File: config.mk
export PLATFORM = sky130hd
export DESIGN_NAME = shared_vc_bank_manager
export DESIGN_NICKNAME = d
export VERILOG_FILES = /design/src/rtl/shared_vc_bank_manager_pkg.sv /design/src/rtl/shared_vc_slot.sv /design/src/rtl/shared_vc_bank_manager.sv
export SDC_FILE = /design/constraint.sdc
export NUM_CORES = 1
export LEC_CHECK = 0
export CORE_MARGIN = 2
export CORE_UTILIZATION = 50
export DETAILED_ROUTE_END_ITERATION = 8
export PLACE_DENSITY_LB_ADDON = 0.2
export RECOVER_POWER = 50
export SETUP_SLACK_MARGIN = 0.02
export SYNTH_ARGS = -nofsm -noshare
export SYNTH_HDL_FRONTEND = slang
export SYNTH_HIERARCHICAL = 1
export SYNTH_SLANG_ARGS = --single-unit
File: constraint.sdc
create_clock -name clk -period 2.2 [get_ports clk]
set_clock_uncertainty 0.2 [all_clocks]
set_input_delay 0.33 -clock clk [delete_from_list [all_inputs] [get_ports clk]]
set_output_delay 0.33 -clock clk [all_outputs]
set_load 0.01 [all_outputs]
File: src/rtl/shared_vc_bank_manager_pkg.sv
// Shared package for the shared input-VC bank: VC state encodings,
// vcr-related constants and a clog2 helper for counter sizing.
package shared_vc_bank_manager_pkg;

    localparam int VCR_NUM_PORTS = 5;
    localparam int VCR_VCS_PER_BANK = 2;
    localparam int VCR_BUFFER_SIZE = 8;

    typedef enum logic [1:0] {
        SVC_FREE  = 2'b00,
        SVC_BUSY  = 2'b01,
        SVC_DRAIN = 2'b10
    } svc_state_t;

    function automatic int svc_clog2(input int v);
        int r;
        r = 0;
        while ((1 << r) < v) r++;
        return r;
    endfunction

endpackage

File: src/rtl/shared_vc_slot.sv
// One shared VC: FREE/BUSY/DRAIN state machine, occupancy counter and
// a per-cycle error pulse (built only with SHARED_BANK_ERR_EN).
// Ports: clk, reset (sync, active-high), alloc (enter BUSY this edge),
//   flit_wr, flit_rd, tail_rd (flit traffic), free/allocated/empty (status),
//   err (error pulse; constant 0 when SHARED_BANK_ERR_EN is undefined).
module shared_vc_slot
    import shared_vc_bank_manager_pkg::*;
#(
    parameter int buffer_size = 8
) (
    input  logic clk,
    input  logic reset,
    input  logic alloc,
    input  logic flit_wr,
    input  logic flit_rd,
    input  logic tail_rd,
    output logic free,
    output logic allocated,
    output logic empty,
    output logic err
);

    localparam int CW = svc_clog2(buffer_size + 1);
    localparam logic [CW-1:0] FULL = CW'(buffer_size);

    svc_state_t state_q, state_d;
    logic [CW-1:0] cnt_q, cnt_d;

    // Counter saturates at FULL and holds at 0; wr+rd together cancel.
    always_comb begin
        cnt_d = cnt_q;
        unique case ({flit_wr, flit_rd})
            2'b10: if (cnt_q != FULL) cnt_d = cnt_q + 1'b1;
            2'b01: if (cnt_q != '0) cnt_d = cnt_q - 1'b1;
            default: cnt_d = cnt_q;
        endcase
    end

    always_comb begin
        state_d = state_q;
        unique case (state_q)
            SVC_FREE: begin
                if (alloc) state_d = SVC_BUSY;
            end
            SVC_BUSY: begin
                // Tail leaves: free at once if nothing is left behind it.
                if (flit_rd && tail_rd)
                    state_d = (cnt_d == '0) ? SVC_FREE : SVC_DRAIN;
            end
            SVC_DRAIN: begin
                if (cnt_d == '0) state_d = SVC_FREE;
            end
            default: state_d = SVC_FREE;
        endcase
    end

    always_ff @(posedge clk) begin
        if (reset) begin
            state_q <= SVC_FREE;
            cnt_q   <= '0;
        end else begin
            state_q <= state_d;
            cnt_q   <= cnt_d;
        end
    end

    assign free      = (state_q == SVC_FREE);
    assign allocated = (state_q != SVC_FREE);
    assign empty     = (cnt_q == '0);

`ifdef SHARED_BANK_ERR_EN
    always_comb begin
        err = 1'b0;
        if (flit_wr && !flit_rd && cnt_q == FULL) err = 1'b1;
        if (flit_rd && !flit_wr && cnt_q == '0) err = 1'b1;
        if (state_q == SVC_FREE && (flit_wr || flit_rd)) err = 1'b1;
        if (state_q == SVC_DRAIN && flit_wr) err = 1'b1;
    end
`else
    assign err = 1'b0;
`endif

endmodule

File: src/rtl/shared_vc_bank_manager.sv
// Per-bank manager of the shared input-VC bank: tracks the owning port,
// grants free shared VCs to it and reports per-VC allocated/empty status.
// Ports: clk, reset (sync, active-high), memory_bank_grant_in,
//   ready_for_allocation, alloc_req -> alloc_gnt/alloc_vc (registered);
//   flit_wr/flit_rd/tail_rd per VC; shared_vc_allocated, shared_ivc_empty,
//   owner_port, bank_err (sticky; tied 0 unless SHARED_BANK_ERR_EN).
module shared_vc_bank_manager
    import shared_vc_bank_manager_pkg::*;
#(
    parameter int num_ports        = 5,
    parameter int num_vcs_per_bank = 2,
    parameter int buffer_size      = 8,
    parameter int bank_id          = 0
) (
    input  logic                        clk,
    input  logic                        reset,
    input  logic [num_ports-1:0]        memory_bank_grant_in,
    input  logic                        ready_for_allocation,
    input  logic [num_ports-1:0]        alloc_req,
    output logic [num_ports-1:0]        alloc_gnt,
    output logic [num_vcs_per_bank-1:0] alloc_vc,
    input  logic [num_vcs_per_bank-1:0] flit_wr,
    input  logic [num_vcs_per_bank-1:0] flit_rd,
    input  logic [num_vcs_per_bank-1:0] tail_rd,
    output logic [num_vcs_per_bank-1:0] shared_vc_allocated,
    output logic [num_vcs_per_bank-1:0] shared_ivc_empty,
    output logic [num_ports-1:0]        owner_port,
    output logic                        bank_err
);

    localparam logic [num_ports-1:0] RST_OWNER = num_ports'(1) << bank_id;

    logic [num_ports-1:0]        owner_q;
    logic [num_ports-1:0]        gnt_q;
    logic [num_vcs_per_bank-1:0] vc_q;
    logic [num_vcs_per_bank-1:0] free;
    logic [num_vcs_per_bank-1:0] pick;
    logic [num_vcs_per_bank-1:0] alloc;
    logic [num_vcs_per_bank-1:0] slot_err;
    logic                        elig;

    // Lowest-index FREE VC, one-hot.
    always_comb begin
        pick = '0;
        for (int v = num_vcs_per_bank - 1; v >= 0; v--) begin
            if (free[v]) begin
                pick    = '0;
                pick[v] = 1'b1;
            end
        end
    end

    // ~|gnt_q enforces an idle cycle between grants, giving the requester
    // time to drop alloc_req after seeing its grant.
    assign elig = ready_for_allocation & (|(alloc_req & owner_q))
                & ~(|gnt_q) & (|free);
    assign alloc = pick & {num_vcs_per_bank{elig}};

    always_ff @(posedge clk) begin
        if (reset) begin
            owner_q <= RST_OWNER;
            gnt_q   <= '0;
            vc_q    <= '0;
        end else begin
            // Ownership only moves once the bank is completely free.
            if (&free) owner_q <= memory_bank_grant_in;
            gnt_q <= elig ? owner_q : '0;
            vc_q  <= alloc;
        end
    end

    for (genvar v = 0; v < num_vcs_per_bank; v++) begin : g_slot
        shared_vc_slot #(
            .buffer_size(buffer_size)
        ) u_slot (
            .clk       (clk),
            .reset     (reset),
            .alloc     (alloc[v]),
            .flit_wr   (flit_wr[v]),
            .flit_rd   (flit_rd[v]),
            .tail_rd   (tail_rd[v]),
            .free      (free[v]),
            .allocated (shared_vc_allocated[v]),
            .empty     (shared_ivc_empty[v]),
            .err       (slot_err[v])
        );
    end

`ifdef SHARED_BANK_ERR_EN
    logic err_q;
    always_ff @(posedge clk) begin
        if (reset) err_q <= 1'b0;
        else if (|slot_err) err_q <= 1'b1;
    end
    assign bank_err = err_q;
`else
    // Slot error outputs are constant 0 in this build.
    assign bank_err = |slot_err;
`endif

    assign alloc_gnt  = gnt_q;
    assign alloc_vc   = vc_q;
    assign owner_port = owner_q;

endmodule
Word-level counts from Yosys, hierarchy flattened
Index checks and enable logic that the tools add are counted.
{ "word_totals": {"regBits": 24, "input_bits": 19, "out_inout_bits": 17, "elab_cells": 71} }
{ "op_classes": {"n_addsub": 4, "eq_ne": 16, "muxes": 18, "bitwise": 7, "reduce_logical": 19} }
{ "ops": {"columns": ["op", "count"], "rows": [
  ["2-bit two-way mux", 10],
  ["4-bit logical NOT", 4],
  ["4-bit two-way mux", 4],
  ["4-bit one-hot mux with 2 select lines", 2],
  ["2-bit one-hot mux with 3 select lines", 2],
  ["5-bit OR reduction", 2],
  ["4-bit by 1-bit adder with 4-bit output (second input constant)", 2],
  ["2-bit by 1-bit == test with 1-bit output (second input constant)", 4],
  ["2-bit == test (second input constant)", 4],
  ["2-bit by 1-bit != test with 1-bit output (second input constant)", 4],
  ["4-bit != test (second input constant)", 2],
  ["4-bit nonzero test", 2],
  ["4-bit by 1-bit subtractor with 4-bit output (second input constant)", 2],
  ["3-bit AND reduction", 2],
  ["5-bit AND", 1],
  ["2-bit logical NOT", 2],
  ["2-bit != test (second input constant)", 2],
  ["2-bit nonzero test", 2],
  ["2-bit OR reduction", 2],
  ["1-bit AND", 3],
  ["2-bit AND", 1],
  ["1-bit logical AND", 2],
  ["1-bit inverter", 2],
  ["2-bit AND reduction", 1]
]} }

Logic depth before layout (Yosys ltp)
{ "logic_depth": {"word_depth": 8, "mapped_depth": 7, "depth_no_buf": 6} }

Cells and area by module
Netlist, hierarchy kept.
{ "by_module_without_submodules": {"columns": ["mod", "n_inst", "cells_each", "area_per_inst_um2", "seq_area_each_um2"], "rows": [
  ["shared_vc_slot", 2, 66, 525.5, 120.1],
  ["shared_vc_bank_manager", 1, 49, 545.5, 240.2]
]} }

Least setup slack after synthesis
Ideal clock, no wire load.
{ "synth_timing": {"path_kind": "flip-flop to flip-flop", "startpoint": "reg g_slot[0].u_slot.cnt_q[0]", "endpoint": "reg g_slot[0].u_slot.state_q[1]", "setup_time_ns": 0.125, "t_arrival_ns": 1.644, "required_time_ns": 1.875, "setup_slack_ns": 0.231, "stages_incl_launch_ff": 8, "n_path_buf": 1, "period_less_slack_ns": 1.969, "cell_sequence": "dfxtp_1 > buf_2 > inv_1 > ha_1 > nor3b_2 > o31a_1 > o22ai_1 > o41a_1"} }
{ "synth_between": {"elab_chain_len": 7, "elab_cells_between_ends": 13, "cone_classes": "2 x add/sub; 2 x eq/ne; 6 x mux; 3 x reduce/logical"} }
{ "synth_rtl": {"columns": ["item", "line", "source"], "rows": [
  ["from (decl)", "shared_vc_slot.sv:27", "logic [CW-1:0] cnt_q, cnt_d;"],
  ["from (signal assigned)", "shared_vc_slot.sv:63", "cnt_q <= cnt_d;"],
  ["4-bit by 1-bit subtractor with 4-bit output (tied with other cells)", "shared_vc_slot.sv:34", "2'b01: if (cnt_q != '0) cnt_d = cnt_q - 1'b1;"],
  ["4-bit two-way mux, on equally long branches", "shared_vc_slot.sv:34, shared_vc_slot.sv:33", null],
  ["4-bit one-hot mux with 2 select lines (*)", "shared_vc_slot.sv:32", "unique case ({flit_wr, flit_rd})"],
  ["4-bit logical NOT (*)", "shared_vc_slot.sv:48, shared_vc_slot.sv:51", null],
  ["2-bit two-way mux", "shared_vc_slot.sv:48", "state_d = (cnt_d == '0) ? SVC_FREE : SVC_DRAIN;"],
  ["2-bit two-way mux", "shared_vc_slot.sv:47", "if (flit_rd && tail_rd)"],
  ["2-bit one-hot mux with 3 select lines", "shared_vc_slot.sv:41", "unique case (state_q)"],
  ["to (signal assigned)", "shared_vc_slot.sv:62", "state_q <= state_d;"],
  ["to (decl)", "shared_vc_slot.sv:26", "svc_state_t state_q, state_d;"]
]} }
Every way passes the cells marked *; elsewhere a longest branch is shown, timed or not. The select of a mux whose other input is x is not followed.
A chain may end at the register's enable or synchronous reset.

Final worst setup path
{ "layout_timing": {"startpoint": "in flit_wr[1]", "endpoint": "reg g_slot[1].u_slot.state_q[1]"} }
{ "layout_between": {"elab_chain_len": 6, "elab_cells_between_ends": 9, "cone_classes": "3 x eq/ne; 4 x mux; 2 x reduce/logical"} }
{ "layout_rtl": {"columns": ["item", "line", "source"], "rows": [
  ["from (decl)", "shared_vc_bank_manager.sv:22", "input logic [num_vcs_per_bank-1:0] flit_wr,"],
  ["2-bit by 1-bit == test with 1-bit output / 2-bit == test (equally long branches)", "shared_vc_slot.sv:32", null],
  ["4-bit one-hot mux with 2 select lines (*)", "shared_vc_slot.sv:32", null],
  ["4-bit logical NOT (*)", "shared_vc_slot.sv:48, shared_vc_slot.sv:51", null],
  ["2-bit two-way mux", "shared_vc_slot.sv:48", null],
  ["2-bit two-way mux", "shared_vc_slot.sv:47", null],
  ["2-bit one-hot mux with 3 select lines", "shared_vc_slot.sv:41", null],
  ["to (signal assigned)", "shared_vc_slot.sv:62", null],
  ["to (decl)", "shared_vc_slot.sv:26", null]
]} }
Marked as above.

==> summary.txt <==
STA
  • Slew Limit Fails: 0
  • Final setup viols: 0
  • Hold violation total from the final report: 0
  • Max_slew headroom: 65.4%
  • Minimum clock period: 2.10 ns
  • Crit share post-route: 95.3%
  • Worst Max-Slew Pin Slew: 0.519 ns
  • RSZ-0062 raised after global routing: no
  • Fmax: 477 MHz

GRT
  • Initial antenna violation count: 0
  • Pin count of the biggest net entering global routing: 25
  • Met2 Use GR: 39.1%
  • GR met1 Demand/Resource: 26.3%
  • First-pass GRT wire length: 5970 µm
  • Number of global-route vias before repair: 1367
  • GR peak layer: met2
  • GRT Overall Usage: 21.9%
  • Total grt overflow: 0
  • Met3 usage: 5.12%

Clock network
  • Number of buffers created by CTS: 3
  • Clk slew on worst S/H paths: roughly 0.11 ns
  • CTS root buffer: clkbuf_4
  • Bufs on Longest Clock Path: 2
  • CTS H-tree depth: 1
  • Clk sinks: 24
  • Postcts setup bufs: 0
  • CTS tree: done
  • Worst skew pair latency: 0.30 ns

Synthesis
  • Netlist cell types: 40
  • Most used DFF post-synth: dfxtp_1
  • Share of the synthesized area in the top cell type: 30.1%
  • Post-Synthesis Cells: ~180
  • Number of synthesized flops with an enable pin: 0
  • Post-Syn Nets: 208
  • Most common cell in the netlist: dfxtp_1
  • Avg Inst Size Synth: 8.82 µm²
  • Sequential-to-total area share from yosys stat: a little under a third
  • Syn Std Cell Area: 1600 µm²
  • Top cells by area, synth: dfxtp_1 30%, ha_1 6.3%, nor4b_2 5.6%
  • FF+latch count, synth: 24
  • Synth area leader: dfxtp_1
  • Post-synth top cells: 24 x dfxtp_1, 17 x nand2_1, 15 x inv_1, 10 x a21oi_1, 10 x nor2b_1
  • Yosys warnings: 6
  • Synth async-reset ratio: 0%

Route
  • Final wirelength: about 3600 µm
  • Drt wl/cell: 13.3 µm
  • Vias per inst: between 5 and 6
  • Final ANT Viol Nets: 0
  • DR iter-0 viols: 42
  • DR vias: approximately 1500
  • Drt first pass iters: 4
  • Residual DRC: 0

Place
  • Placed Area: 2070 µm²
  • HPWL after DPL: roughly 2900 µm
  • Input/output buffers: 34
  • GP Congestion: around 0.92
  • Placed Cells incl. Taps: approximately 270

Critical path
  • Slowest cell on the critical path: clkdlybuf4s50_1
  • Critical Path RT: approximately 2.2 ns
  • Max incr delay on CP: 0.49 ns
  • Startpoint Class: input pin
  • Kind of end point of the critical path: register
  • Crit path DAT: roughly 2.1 ns
  • Worst setup path class: in -> reg
  • Max Fanout on Critical Path: 9
  • Cells along the critical path: clkdlybuf4s50_1 > inv_1 > ha_2 > nor4b_1 > a21oi_1 > and4_1 > o41a_1

Pwr
  • Max VDD drop: 0.000447 V
  • Clock power share: a little under a fifth
  • Logic pwr share: 32.3%
  • Psw: 0.287 mW
  • Power, Total: 0.979 mW
  • Fraction of power spent switching nets: 29.3%
  • Flop pwr share: 49.1%
  • PD cells: 474 nW/µm²
  • LEAKAGE: 0.845 nW
  • Total internal power: ~0.69 mW

Outcome
  • Status: completed

Job
  • Max-cap viol count: 0

Final layout
  • Synth-to-Final Area Change: 29.5%
  • Share of post-route cells with drive strength above 1: 18.5%
  • Final nets: 256
  • Final instance area: 2070 µm²
  • Finished Layout Cells: between 200 and 300
  • Ant diodes: 0

Floorplan
  • Starting Density: 52.3%
  • Ports: 36
  • Core ar.: 3050 µm²
  • DIE HEIGHT: 60.5 µm
  • Row count: 20
  • Die span in x: 60.5 µm
  • Die ar.: around 3700 µm²

Hold path
  • Hold Path Class: reg -> reg
[worst paths after layout]
| path | startpoint | to | slack, ns | cells after the start |
|---|---|---|---|---|
| worst min-delay path | g_slot[0].u_slot/state_q[1]$_SDFFE_PP0P_ | g_slot[0].u_slot/state_q[0]$_SDFFE_PP0P_ | 0.28 | 1 |
| worst min register to register | g_slot[0].u_slot/state_q[1]$_SDFFE_PP0P_ | g_slot[0].u_slot/state_q[0]$_SDFFE_PP0P_ | 0.28 | 1 |
| worst max register to register | g_slot[0].u_slot/cnt_q[1]$_SDFF_PP0_ | g_slot[0].u_slot/state_q[1]$_SDFFE_PP0P_ | 0.22 | 7 |
| worst max-delay path | flit_wr[1] | g_slot[1].u_slot/state_q[1]$_SDFFE_PP0P_ | 0.10 | 7 |
[cell families after synthesis]
kind of cell	synth area share (%)
fa+ha+maj	6.27
flops	30.1
other cells	0.470
compound gates	16.0
mux	2.66
simple gates	36.2
buf+inv	8.31
[power groups by stage]
stage,combinational [mW],clock [mW],sequential (mW)
global route,0.346,0.208,0.485
floorplan,0.177,0,0.494
finish,0.317,0.181,0.481
global placement,0.323,0,0.490
CTS,0.336,0.187,0.482
detailed placement,0.334,0,0.492
[registers in the layout (all words and copies together) (netlist names)]
name                   flops
g_slot.u_slot/cnt_q        8
owner_port                 5
g_slot.u_slot/state_q      4
alloc_vc                   2
alloc_gnt                  5
[worst max-delay path, delay by kind of cell]
kind | cells | cell delay, ns
compound gates | 2 | 0.38
simple gates | 2 | 0.52
fa+ha+maj | 1 | 0.33
buf+inv | 2 | 0.54
[cells in the final DEF (no fill, tap or decap), drive strengths merged, types with 2 or more instances in the layout]
cell type / count
buf: 19
o31ai: 4
a31oi: 4
nor2: 4
and4: 2
dlygate4sd2: 2
clkdlybuf4s50: 25
nor3: 7
o41a: 2
dfxtp: 24
nand3: 8
mux2i: 2
nand2: 17
clkbuf: 5
nand2b: 5
nor4: 2
o21ai: 4
nor4b: 10
mux2: 2
nor2b: 12
nand4b: 2
conb: 2
dlygate4sd3: 7
or2: 3
ha: 8
inv: 15
nor3b: 5
or3b: 2
o31a: 2
o22ai: 2
a21oi: 10
o311ai: 2
and3: 4
[per-stage QoR]
| step | setup TNS, ns | worst slack (ns) | hold WS (ns) | util [%] |
|---|---|---|---|---|
| 2_1_floorplan | 0 | 0.231 | 0.201 | - |
| 3_3_place_gp | -0.739 | -0.189 | 0.256 | 67.9 |
| 3_5_place_dp | -1.46 | -0.363 | 0.253 | 67.9 |
| 4_1_cts | 0 | 0.0517 | 0.279 | 69.2 |
| 5_1_grt | 0 | 0.0651 | 0.310 | 67.7 |
| 6_report | 0 | 0.104 | 0.282 | 67.7 |
[layer usage]
metal  share of wire (%)  vias to the layer above  routed length (µm)
li1                    -                      738                   -
met2                  52                       28                1870
met1                  43                      696                1550
met3                 3.8                        6                 136
met4                 1.4                        0                  50
met5                   0                        -                   0
[layout make-up]
cell class | count | area, µm²
Inverter | 15 | 56.3
Tap cell | 44 | 55.1
Timing Repair Buffer | 55 | 488
Clock buffer | 3 | 22.5
Fill cell | 275 | 986
Sequential cell | 24 | 480
Multi-Input combinational cell | 130 | 965
[what timing repair did]
item / in CTS / in global routing
resized for setup: 5 / 2
hold endpoints to repair: 0 / 0
hold buffers: 0 / 0
cloned: 0 / 0
setup endpoints to repair: 3 / 3
Power figures use the tool's default switching activity.
